### config.mk
export PLATFORM = sky130hd
export DESIGN_NAME = mem_port_arbiter
export DESIGN_NICKNAME = d
export VERILOG_FILES = /design/src/rtl/mem_port_arbiter.sv
export SDC_FILE = /design/constraint.sdc
export NUM_CORES = 1
export LEC_CHECK = 0
export ABC_AREA = 1
export BUFFER_PORTS_ARGS = -buffer_cell sky130_fd_sc_hd__buf_2
export CAP_MARGIN = 15
export CORE_AREA = 4 4 112 114
export DETAILED_ROUTE_END_ITERATION = 8
export DIE_AREA = 0 0 116 118
export GPL_TIMING_DRIVEN = 1
export PLACE_DENSITY = 0.65
export SETUP_SLACK_MARGIN = 0.15
export SLEW_MARGIN = 20
export SYNTH_ARGS = -nofsm -noshare
export SYNTH_HDL_FRONTEND = slang
export SYNTH_SLANG_ARGS = --single-unit
export TNS_END_PERCENT = 1
### constraint.sdc
create_clock -name clk -period 3.5 [get_ports clk]
set_input_delay 0.7 -clock clk [delete_from_list [all_inputs] [get_ports clk]]
set_output_delay 0.7 -clock clk [all_outputs]
set_load 0.005 [all_outputs]
### src/rtl/mem_port_arbiter.sv
// mem_port_arbiter
//   Shares one external SRAM-like burst port between I-cache refill (I) and
//   D-cache refill/writeback/uncached access (D). One burst outstanding at a time.
//   Ports:
//     clk, rst                          clock, synchronous active-high reset
//     i_req/i_addr/i_len                I read request (held until i_addr_ok)
//     i_addr_ok/i_data_ok/i_rdata       I handshakes and read data
//     d_req/d_wr/d_addr/d_len/d_wstrb   D request (held until d_addr_ok)
//     d_wdata                           current D write beat
//     d_addr_ok/d_data_ok/d_rdata       D handshakes and read data
//     m_req/m_wr/m_addr/m_len/m_wstrb   request to slave
//     m_wdata                           write beat to slave
//     m_addr_ok/m_data_ok/m_rdata/m_last slave handshakes, data, last-beat flag
//     owner                             00 none, 01 I, 10 D
//     proto_err                         sticky slave protocol violation
module mem_port_arbiter #(
    parameter int ADDR_W     = 32,
    parameter int DATA_W     = 32,
    parameter int LEN_W      = 4,
    parameter int STARVE_MAX = 4
) (
    input  logic                clk,
    input  logic                rst,
    input  logic                i_req,
    input  logic [ADDR_W-1:0]   i_addr,
    input  logic [LEN_W-1:0]    i_len,
    output logic                i_addr_ok,
    output logic                i_data_ok,
    output logic [DATA_W-1:0]   i_rdata,
    input  logic                d_req,
    input  logic                d_wr,
    input  logic [ADDR_W-1:0]   d_addr,
    input  logic [LEN_W-1:0]    d_len,
    input  logic [DATA_W/8-1:0] d_wstrb,
    input  logic [DATA_W-1:0]   d_wdata,
    output logic                d_addr_ok,
    output logic                d_data_ok,
    output logic [DATA_W-1:0]   d_rdata,
    output logic                m_req,
    output logic                m_wr,
    output logic [ADDR_W-1:0]   m_addr,
    output logic [LEN_W-1:0]    m_len,
    output logic [DATA_W/8-1:0] m_wstrb,
    output logic [DATA_W-1:0]   m_wdata,
    input  logic                m_addr_ok,
    input  logic                m_data_ok,
    input  logic [DATA_W-1:0]   m_rdata,
    input  logic                m_last,
    output logic [1:0]          owner,
    output logic                proto_err
);

    localparam int SW = $clog2(STARVE_MAX + 1);
    localparam logic [SW-1:0] STARVE_TOP = SW'(STARVE_MAX);
    localparam logic [1:0] OWN_NONE = 2'b00;
    localparam logic [1:0] OWN_I    = 2'b01;
    localparam logic [1:0] OWN_D    = 2'b10;

    typedef enum logic [1:0] {IDLE, ADDR, DATA} state_t;

    state_t                state, state_nx;
    logic [1:0]            owner_q;
    logic                  wr_q;
    logic [ADDR_W-1:0]     addr_q;
    logic [LEN_W-1:0]      len_q;
    logic [DATA_W/8-1:0]   wstrb_q;
    logic [LEN_W-1:0]      beat;
    logic [SW-1:0]         starve;
    logic                  grant_i, grant_d;
    logic                  last_beat, beat_fire;

    assign last_beat = (beat == len_q);
    assign beat_fire = (state == DATA) && m_data_ok;

    // D has priority unless I has waited through STARVE_MAX D grants.
    always_comb begin
        grant_i = 1'b0;
        grant_d = 1'b0;
        if (state == IDLE) begin
            if (i_req && (starve == STARVE_TOP)) grant_i = 1'b1;
            else if (d_req)                      grant_d = 1'b1;
            else if (i_req)                      grant_i = 1'b1;
        end
    end

    // State register
    always_ff @(posedge clk) begin
        if (rst) state <= IDLE;
        else     state <= state_nx;
    end

    // Next-state logic
    always_comb begin
        state_nx = state;
        case (state)
            IDLE:    if (grant_i || grant_d)     state_nx = ADDR;
            ADDR:    if (m_addr_ok)              state_nx = DATA;
            DATA:    if (beat_fire && last_beat) state_nx = IDLE;
            default:                             state_nx = IDLE;
        endcase
    end

    // Request capture, beat/starve counters, protocol checker
    always_ff @(posedge clk) begin
        if (rst) begin
            owner_q   <= OWN_NONE;
            wr_q      <= 1'b0;
            addr_q    <= '0;
            len_q     <= '0;
            wstrb_q   <= '0;
            beat      <= '0;
            starve    <= '0;
            proto_err <= 1'b0;
        end else begin
            if (grant_i) begin
                owner_q <= OWN_I;
                wr_q    <= 1'b0;
                addr_q  <= i_addr;
                len_q   <= i_len;
                wstrb_q <= '0;
                beat    <= '0;
            end else if (grant_d) begin
                owner_q <= OWN_D;
                wr_q    <= d_wr;
                addr_q  <= d_addr;
                len_q   <= d_len;
                wstrb_q <= d_wstrb;
                beat    <= '0;
            end else if (beat_fire) begin
                beat <= beat + 1'b1;
            end

            if (state == IDLE) begin
                if (!i_req || grant_i)
                    starve <= '0;
                else if (grant_d && (starve != STARVE_TOP))
                    starve <= starve + 1'b1;
            end

            if ((m_data_ok && (state != DATA)) ||
                (m_addr_ok && (state != ADDR)) ||
                (beat_fire && (m_last != last_beat)))
                proto_err <= 1'b1;
        end
    end

    // Outputs: handshakes routed to the owner; all strobes held low during reset
    always_comb begin
        m_req     = 1'b0;
        owner     = OWN_NONE;
        i_addr_ok = 1'b0;
        i_data_ok = 1'b0;
        d_addr_ok = 1'b0;
        d_data_ok = 1'b0;
        if (!rst && (state != IDLE)) begin
            owner = owner_q;
            if (state == ADDR) begin
                m_req     = 1'b1;
                i_addr_ok = m_addr_ok && (owner_q == OWN_I);
                d_addr_ok = m_addr_ok && (owner_q == OWN_D);
            end
            if (state == DATA) begin
                i_data_ok = m_data_ok && (owner_q == OWN_I);
                d_data_ok = m_data_ok && (owner_q == OWN_D);
            end
        end
    end

    assign m_wr    = wr_q;
    assign m_addr  = addr_q;
    assign m_len   = len_q;
    assign m_wstrb = wstrb_q;
    assign m_wdata = d_wdata;
    assign i_rdata = m_rdata;
    assign d_rdata = m_rdata;

endmodule

-- Word level (Yosys, flattened, before mapping)
Cells that the tools add are included.
W data, S select, Z words.
- reduce and logical (&&, ||, !) cells: 26
- shift-type cells: 0
- divide/modulo/power cells: 0
- mux-type cells: 30
- equality and inequality tests: 13
- multipliers: 0
- bitwise operators: 0
- $lt $le $gt $ge: 0
- add/subtract/negate cells: 2
- operators by type and width (kind ; count):
    $mux W32 ; 2
    $mux W1 ; 19
    $logic_and A1 B1 Y1 ; 12
    $mux W2 ; 4
    $mux W4 ; 2
    $mux W3 ; 2
    $ne A2 B2 Y1 const B ; 3
    $pmux W2 S3 ; 1
    $reduce_bool A2 Y1 ; 3
    $add A4 B1 Y4 const B ; 1
    $eq A2 B1 Y1 const B ; 2
    $eq A2 B2 Y1 const B ; 2
    $eq A4 B4 Y1 ; 1
    $logic_or A1 B1 Y1 ; 4
    $ne A2 B1 Y1 const B ; 2
    $add A3 B1 Y3 const B ; 1
    $eq A3 B3 Y1 const B ; 1
    $ne A3 B3 Y1 const B ; 1
    $reduce_and A3 Y1 ; 1
    $reduce_or A3 Y1 ; 1
    $logic_not A1 Y1 ; 2
    $logic_not A2 Y1 ; 1
    $reduce_and A2 Y1 ; 1
    $reduce_or A2 Y1 ; 1
    $ne A1 B1 Y1 ; 1
- memory bits (read-only): 0
- input bits: 148
- word-level logic and storage cells: 81
- memories kept: 0
- bits in writable memories: 0
- bits in registers: 53
- bits in latches: 0
- output and inout port bits: 145

-- Longest topological paths before layout
Gate-level depths: netlist (run 1).
- word-level depth: 7
- depth in mapped cells: 11
- gate-level depth less buffers: 10

-- Worst setup path before layout (run 1)
OpenSTA, ideal clock, no wires.
- path kind: input -> output
- start point: input rst
- end point: output d_addr_ok
- data required time: 2.800 ns
- buffers on the path: 0
- arrival: 1.204 ns
- setup slack: 1.596 ns
- cell stages on the path: 5
- cell sequence: inv_1 nand2_1 inv_1 nand2_1 nor3_1
- longest elaborated chain between the ends: 3
- ends and longest elaborated chain (what ; line ; source):
    from (decl) ; 23 ; input logic rst,
    $logic_not A1 Y1 ; 155 ; if (!rst && (state != IDLE)) begin
    $logic_and A1 B1 Y1 ; 155 ;
    $mux W1 ; 155 ;
    to (decl) ; 36 ; output logic d_addr_ok,
Every way passes these cells.

-- Worst setup path in the final report (run 1)
- start point: input rst
- end point: output d_data_ok
- longest elaborated chain between the ends: 3
- ends and longest elaborated chain (what ; line ; source):
    $logic_not A1 Y1 ; 155 ;
    $logic_and A1 B1 Y1 ; 155 ;
    $mux W1 ; 155 ;
    to (decl) ; 37 ; output logic d_data_ok,
Every way passes these cells.

==> out/metrics.cfg, run 1 <==
[outcome]
status = finished, final reports clean

[setup_path]
cp.arrival_ps = 1740
cp-end-kind = primary output
startpoint_type = input pin
cp_top_family = buffers and inverters
crit_top_cell = buf_2
critPathBufInv = 4
cp.required_ps = 2800
worstSetupPathType = in -> out
worstPathCellList = buf_2, inv_1, buf_4, nand2_1, nor4_1, buf_2
worst_path_max_delay_cell = nor4_1
cp_max_fo = 18
max_stage_delay_ps = 240

[yosys]
syn_area_per_cell_um2 = 7.339
synth_top_area_share_pct = 33.46
yosys-top-cells-count = nand2_1 (109), buf_4 (97), dfxtp_1 (53), a31oi_1 (29), inv_1 (27)
async_flop_share_pct = 0
syn-num-nets = 583
ys_top_cells_by_area = dfxtp_1 (33%), buf_4 (23%), nand2_1 (13%)
ys_seq_area_share_pct = 33.46
synth-seq-cells = 53
syn_area_um2 = 3171
yosysTopAreaCell = dfxtp_1
synthCells = 432
ys_types = 30
synth.most_common_cell = nand2_1
synth_ff_type = dfxtp_1
synth_enable_flop_cells = 0
ys_warn_count = 0

[die]
die_y_um = 118
die_w_um = 116
coreArea_um2 = 11420
rows = 39
die_area_um2 = 13690
ios = 293
start_util_pct = 27.77

[power]
peakVddDrop_uv = 196.3
p_leak_nw = 1.680
p_per_area_nw_per_um2 = 494.0
p_total_mw = 1.655

[timing]
setup_tns_ps = 0
finalCriticalPeriod_ps = 2436
slew_headroom_pct = 57.59
finalCritPeriodShare_pct = 69.59
grt_setup_unrepaired = no
tightestPinTransition_ps = 636.2
clock-skew-final_ps = 7.194
timing.fmax_mhz = 410.6
setup_violations = 0
finalMaxSlewViolations = 0
hold_viol = 0

[clocking]
cts_resized = 0
cts_sinks = 53
max-clock-path-buffers = 2
cts_setup_buffers = 0
clock-root-buffer = clkbuf_16
numCtsBuffers = 5
cts_tree = done
hold_buffers = 0
clk_pin_slew_ps = 70
clkLatencyLatePin_ps = 290
h-tree-depth = 2

[detailed_routing]
initialDrtViolationCount = 73
totalWireLength_um = 7481
wl_per_cell_um = 12.41
vias = 2713
via_per_inst = 4.499
drt_first_pass_iters = 4
antenna_left = 0
drc = 0

[flow_run]
cap_violations = 0

[grt]
grt_pass1_vias = 2624
grt_overflow = 0
grt_max_degree = 73
grt_usage_pct = 10.86
antenna_found_initial = 0
grt_pass1_wl_um = 12130

[placed_design]
portBuffers = 132
dp.cells = 595
gp_congestion = 0.8119
hpwl_um = 5734

[final_layout]
diodes = 0
multi_input_area_um2 = 1141
fillCellCount = 1283
syn2layout_area_growth_pct = 5.683
drive_above_1_share_pct = 33.26
seq_area_um2 = 1061
finalNetCount = 610
final_cells = 603

[worst_hold_path]
min-delay-path-class = reg -> reg

==> sequential cells by signal, indices dropped and copies added, names as in the netlist <==
name	count
proto_err	1
beat	4
m_wr	1
m_addr	32
starve	3
owner_q	2
state	2
m_wstrb	4
m_len	4
==> through the flow <==
step | cell area, µm² | setup slack [ps] | util (%) | hold slack [ps]
4_1_cts | 3351 | 1035 | 29.34 | 474.8
5_1_grt | 3351 | 933.2 | 29.34 | 499.6
6_report | 3351 | 1064 | 29.34 | 466.9
3_3_place_gp | 3178 | 1103 | 27.83 | 453.5
3_5_place_dp | 3178 | 1035 | 27.83 | 463.6
2_1_floorplan | 3171 | 1596 | - | 446.9
==> tightest hold or removal path, cell delays in order (launching register included) <==
cell and delay (ps):
dfxtp_1 310, nand2_1 60, a21oi_1 60
==> metal layers <==
layer	share of wire, %	global-route usage (%)	routed length (µm)
met1	39	11.45	2889
met2	48	18.81	3583
met5	0	0	0
met4	3.7	5.801	279
met3	9.7	3.548	728
==> kinds of logic after synthesis <==
family	share of synthesized area, %
buf+inv	30.54
simple gates	18.51
compound gates	16.02
flops	33.46
fa+ha+maj	1.184
xor+xnor	0.2763
==> layout make-up <==
type	instances	share of cell area [%]
clock buffer	7	4.257
timing repair buffer	134	20.16
multi-input combinational	234	34.06
sequential	53	31.67
clock inverter	1	0.8962
inverter	31	3.622
tap	143	5.340
==> power breakdown <==
group,internal [mW],total (mW),switching [mW]
clock network,0.357,0.568,0.210
registers,0.679,0.723,0.0441
logic,0.153,0.364,0.211
total,1.19,1.66,0.466
==> final timing paths <==
kind / start / end / slack, ps / cells past startpoint
worst max-delay path: rst / d_data_ok / 1060 / 6
worst min-delay path: m_wstrb[0] / m_wstrb[0] / 470 / 2
worst max register to register: starve[0] / m_len[0] / 1590 / 10
worst min register to register: m_wstrb[0] / m_wstrb[0] / 470 / 2
==> cell usage in the layout (no fill, tap or decap), drive strengths merged, types with 7 or more instances in the layout <==
master / netlist / layout
nor2: 13 / 13
buf: 111 / 134
dfxtp: 53 / 53
a31oi: 29 / 29
inv: 31 / 31
a21oi: 14 / 14
o21ai: 32 / 32
clkbuf: 3 / 7
o211ai: 7 / 7
nand3: 13 / 13
nand2: 113 / 113
Note: power is estimated with default switching activity, not from simulation.
==> run 2, diff against run 1 <==
CORE_AREA = 4 4 111 113   (was 4 4 112 114)
DIE_AREA = 0 0 115 117   (was 0 0 116 118)
PLACE_DENSITY = 0.66   (was 0.65)
clock period = 2.35 ns   (was 3.5 ns; I/O delays follow)
==> run 2 against run 1 <==
Compared with the run above:
- register-to-register slack worse by 950 ps
- power is 42% higher
- via count is 0.26% lower
- first-iteration DRC count is 6.8% lower
- clock power is 30% higher
- wire length is 0.70% higher
- sequential share of layout area is 0.17 points higher
- critical path type is now reg -> out
- largest power group unchanged
==> out/metrics.cfg, run 2 (synthesized netlist as in run 1, its figures left out) <==
[outcome]
status = finished, final reports clean

[worst_hold_path]
min-delay-path-class = in -> reg
hp-start = i_addr[23]

[grt]
grt_usage_pct = 10.49  ; -0.37 points
antenna_found_initial = 0  ; unchanged
grt_pass1_vias = 2530  ; -3.6%
grt_pass1_wl_um = 11410  ; -6.0%
grt_overflow = 0  ; unchanged
grt_max_degree = 73  ; unchanged

[timing]
setup_tns_ps = 0  ; unchanged
finalMaxSlewViolations = 0  ; unchanged
slew_headroom_pct = 57.07  ; -0.52 points
fin_ws_ps = 382.4  ; -682.0 ps
clock-skew-final_ps = 8.980  ; +1.786 ps
timing.fmax_mhz = 508.2
finalCriticalPeriod_ps = 1968
tightestPinTransition_ps = 644.0  ; +7.852 ps
hold_viol = 0  ; unchanged
finalCritPeriodShare_pct = 83.73
grt_setup_unrepaired = no
setup_violations = 0  ; unchanged

[detailed_routing]
drc = 0  ; unchanged
vias = 2706  ; -0.26%
initialDrtViolationCount = 68  ; -6.8%
totalWireLength_um = 7533  ; +0.70%
via_per_inst = 4.480  ; -0.42%
drt_first_pass_iters = 4  ; unchanged
antenna_left = 0  ; unchanged
wl_per_cell_um = 12.47  ; +0.53%

[final_layout]
fillCellCount = 1244  ; -3.0%
finalNetCount = 611  ; +0.16%
layout_common_cells = buf_2 (132), nand2_1 (109), dfxtp_1 (53), a31oi_1 (29), inv_1 (27)
drive_above_1_share_pct = 33.62  ; +0.36 points
final_cells = 604  ; +0.17%
finish.instance_area_um2 = 3333  ; -0.52%
diodes = 0  ; unchanged
final_util_pct = 29.44  ; +0.098 points
largest_reg_flops = 32  ; unchanged
syn2layout_area_growth_pct = 5.130
layout_commonest_cell = buf_2

[setup_path]
worstSetupPathType = reg -> out
rr_startpoint = starve[0]
cp_max_fo = 6  ; -12
cp-startpoint = state[1]
startpoint_type = flop
cp-end-kind = primary output
cp.required_ps = 1880  ; -920 ps
cp.arrival_ps = 1500  ; -240 ps

[clocking]
cts_setup_buffers = 0  ; unchanged
clock-root-buffer = clkbuf_16
cts_sinks = 53  ; unchanged
numCtsBuffers = 5  ; unchanged
max-clock-path-buffers = 2  ; unchanged
clkLatencyLatePin_ps = 290  ; about the same
cts_tree = done
h-tree-depth = 2  ; unchanged
clk_pin_slew_ps = 70  ; about the same
hold_buffers = 0  ; unchanged
cts_resized = 0  ; unchanged

[placed_design]
hpwl_um = 5783  ; +0.85%
dp.cells = 596  ; +0.17%
portBuffers = 132  ; unchanged
gp_congestion = 0.8403  ; +3.5%
dpl-instance-area_um2 = 3186  ; +0.24%
place_ws_ps = 579.4  ; -455.4 ps

[power]
p_leak_nw = 1.662  ; -1.1%
p_per_area_nw_per_um2 = 707.4  ; +43%
peakVddDrop_uv = 249.7  ; +27%

[die]
start_util_pct = 28.01  ; +0.24 points
ios = 293  ; unchanged
die_area_um2 = 13460  ; -1.7%
die_y_um = 117  ; -0.85%
die_w_um = 115  ; -0.86%
coreArea_um2 = 11320  ; -0.85%
rows = 39  ; unchanged

[flow_run]
cap_violations = 0  ; unchanged

-- run 2: cell count changes in the layout (fill, tap and decap cells not counted) --
cell        previous run  this run
buf_4                  2         3
clkinvlp_4             0         3
clkbuf_1               1         0
clkbuf_8               1         0
bufinv_16              1         0
-- run 2: stage by stage --
step,power (mW),hold slack [ps]
2_1_floorplan,1.564,446.9
3_3_place_gp,1.639,450.3
3_5_place_dp,1.651,457.3
4_1_cts,2.420,409.7
5_1_grt,2.526,416.6
6_report,2.358,423.3
-- run 2: power breakdown --
group	internal, mW	switching [mW]	total (mW)
Clock	0.395	0.341	0.736
Combinational	0.230	0.317	0.546
Sequential	1.01	0.0653	1.08
Total	1.64	0.723	2.36
-- run 2: cell type report --
cell class / instances / area, µm² / area share (%)
Multi-Input combinational cell: 234 / 1141 / 34.23
Sequential cell: 53 / 1061 / 31.83
Timing Repair Buffer: 135 / 683.2 / 20.50
Tap cell: 143 / 178.9 / 5.368
Clock buffer: 5 / 125.1 / 3.754
Inverter: 31 / 121.4 / 3.641
Clock inverter: 3 / 22.52 / 0.6757
-- run 2: worst max-delay path, stage by stage, from the launching register on --
cell	delay [ps]
dfxtp_1	400
inv_1	60
nor2_1	200
nand2_2	150
nor4_1	250
buf_2	170
-- run 2: routing by layer --
layer / up-vias / global-route usage (%) / wire length (µm)
met3: 44 / 2.879 / 713
met2: 124 / 18.13 / 3540
met4: 0 / 6.025 / 286
li1: 1361 / - / -
met5: - / 0 / 0
met1: 1177 / 11.61 / 2991
-- run 2: final timing paths --
path | to | slack [ps] | cells past startpoint
setup / recovery | d_data_ok | 380 | 5
hold reg to reg | m_wr | 470 | 2
hold / removal | m_addr[23] | 420 | 3
setup reg to reg | m_addr[1] | 640 | 10
==> run 3, diff against run 2 <==
clock period = 2.1 ns   (was 2.35 ns; I/O delays follow)
==> run 3 against run 2 <==
Compared with the run above:
- critical path type unchanged
- via count grew 1.6%
- wire length increased by 2.2%
- register-to-register slack worse by 310 ps
- power grew 15%
- sequential cell count unchanged
- global-route usage increased by 0.58 points
- critical endpoint unchanged
- first-iteration DRC count is 18% higher
- sequential share of layout area shrank 0.13 points
- sequential power is 12% higher
- worst hold slack lost 64 ps
- core utilization increased by 0.15 points
==> out/metrics.cfg, run 3 (synthesized netlist as in run 1, its figures left out) <==
[outcome]
status = finished, final reports clean

[clocking]
max-clock-path-buffers = 2  ; unchanged
numCtsBuffers = 5  ; unchanged
clock-root-buffer = clkbuf_16
cts_sinks = 53  ; unchanged
cts_tree = done
hold_buffers = 0  ; unchanged
clk_pin_slew_ps = 70  ; about the same
clkLatencyLatePin_ps = 300  ; about the same
h-tree-depth = 2  ; unchanged

[final_layout]
drive_above_1_share_pct = 34.35  ; +0.73 points
fillCellCount = 1240  ; -0.32%
finalNetCount = 610  ; -0.16%
multi_input_area_um2 = 1155  ; +1.2%
diodes = 0  ; unchanged
seq_area_um2 = 1062  ; +0.12%
finish.instance_area_um2 = 3351  ; +0.53%
layout_common_cells = buf_2 (132), nand2_1 (109), dfxtp_1 (52), a31oi_1 (29), inv_1 (27)
final_cells = 603  ; -0.17%
largest_reg_flops = 32  ; unchanged
layout_commonest_cell = buf_2
syn2layout_area_growth_pct = 5.683

[setup_path]
cp_max_fo = 6  ; unchanged
r2r_setup_slack_ps = 330  ; -310 ps
cp.arrival_ps = 1420  ; -80 ps
worst_path_max_delay_cell = dfxtp_1
max_stage_delay_ps = 400  ; about the same
worstSetupPathType = reg -> out
reg2reg_to = m_wstrb[0]
reg2reg_depth = 8  ; -2
startpoint_type = flop
worstPathCellList = inv_1, nor2_2, nand2_2, nor4_2, buf_2
cp-end-kind = primary output
cp.required_ps = 1680  ; -200 ps
rr_startpoint = starve[0]

[power]
peakVddDrop_uv = 274.8  ; +10%
p_seq_share_pct = 44.6  ; -1.0 points
p_clk_share_pct = 32.7  ; +1.5 points
pwr-share-comb_pct = 22.7  ; -0.5 points
switching_share_pct = 29.97  ; -0.67 points
p_leak_nw = 1.676  ; +0.85%
p_sw_uw = 810.7  ; +12%
internal_power_mw = 1.894  ; +16%
p_per_area_nw_per_um2 = 807.2  ; +14%

[timing]
tightestPinTransition_ps = 655.0  ; +11.01 ps
setup_tns_ps = 0  ; unchanged
finalMaxSlewViolations = 0  ; unchanged
clock-skew-final_ps = 4.623  ; -4.357 ps
finalCritPeriodShare_pct = 87.80
grt_setup_unrepaired = yes
setup_violations = 0  ; unchanged
finalCriticalPeriod_ps = 1844
hold_viol = 0  ; unchanged
timing.fmax_mhz = 542.3
slew_headroom_pct = 56.33  ; -0.73 points

[grt]
grt_max_degree = 73  ; unchanged
grt_usage_pct = 11.08  ; +0.58 points
grt_pass1_wl_um = 11790  ; +3.4%
grt_pass1_vias = 2503  ; -1.1%
grt_overflow = 0  ; unchanged
antenna_found_initial = 0  ; unchanged

[placed_design]
hpwl_um = 5735  ; -0.82%
portBuffers = 132  ; unchanged
gp_congestion = 0.7809  ; -7.1%
dpl-instance-area_um2 = 3178  ; -0.24%
dp.cells = 595  ; -0.17%

[worst_hold_path]
min-delay-path-class = in -> reg
hold_depth = 2  ; -1
hp-start = m_addr_ok
min_to = state[0]

[flow_run]
cap_violations = 0  ; unchanged

[detailed_routing]
antenna_left = 0  ; unchanged
totalWireLength_um = 7697  ; +2.2%
drc = 0  ; unchanged
via_per_inst = 4.557  ; +1.7%
wl_per_cell_um = 12.76  ; +2.3%
initialDrtViolationCount = 80  ; +18%
vias = 2748  ; +1.6%
drt_first_pass_iters = 4  ; unchanged

[die]
die_w_um = 115  ; unchanged
die_area_um2 = 13460  ; unchanged
ios = 293  ; unchanged
rows = 39  ; unchanged
die_y_um = 117  ; unchanged
coreArea_um2 = 11320  ; unchanged
start_util_pct = 28.01  ; unchanged

==> run 3: final cells by class <==
class / instances / area share (%)
inverters: 31 / 3.622
clock buffers: 7 / 4.556
multi-input cells: 234 / 34.47
repair buffers: 134 / 20.16
well taps: 143 / 5.340
clock inverters: 1 / 0.1494
flip-flops and latches: 53 / 31.70
==> run 3: worst max-delay path, delay by kind of cell (launching register included) <==
kind / cells / cell delay, ps
AND/OR/NAND/NOR: 3 / 500
flip-flops: 1 / 400
buffers and inverters: 2 / 220
==> run 3: power by group through the flow <==
stage               clock network [mW]  registers, mW  logic, mW
CTS                              0.926           1.21      0.629
global route                     0.970           1.22      0.703
global placement                     0           1.22      0.614
detailed placement                   0           1.23      0.628
floorplan                            0           1.23      0.523
finish                           0.883           1.21      0.615
==> run 3: layer usage <==
| metal | global-route usage, % | routed length (µm) | vias up |
|---|---|---|---|
| met4 | 7.199 | 287 | 0 |
| li1 | - | - | 1367 |
| met3 | 2.931 | 626 | 41 |
| met2 | 18.06 | 3617 | 118 |
| met1 | 12.87 | 3165 | 1222 |
| met5 | 0 | 0 | - |
==> run 3: worst max path at each step <==
stage / start / endpoint / slack [ps] / depth (start not counted)
after floorplan: state[1] / d_data_ok / 700 / 4
after global placement: i_req / m_len[3] / 400 / 9
after detailed placement: starve[0] / m_wstrb[2] / 330 / 8
after CTS: state[1] / d_data_ok / 190 / 5
after global routing: state[1] / d_data_ok / 120 / 5
final: state[1] / d_data_ok / 260 / 5
==> run 3: timing repair <==
action	4_1_cts	5_1_grt
pin swaps	0	0
gates resized for setup	1	3
endpoints found under the setup margin	1	2
hold endpoints to repair	0	0
setup buffers	0	0
==> run 3: through the flow <==
| step | total power, mW | setup slack [ps] | util (%) | hold slack [ps] |
|---|---|---|---|---|
| after floorplan | 1.751 | 703.8 | - | 446.9 |
| after global placement | 1.835 | 403.1 | 28.07 | 456.2 |
| after detailed placement | 1.854 | 332.6 | 28.07 | 456.3 |
| after CTS | 2.761 | 189.7 | 29.49 | 344.6 |
| after global routing | 2.895 | 123.7 | 29.60 | 339.8 |
| final | 2.705 | 256.1 | 29.60 | 359.1 |
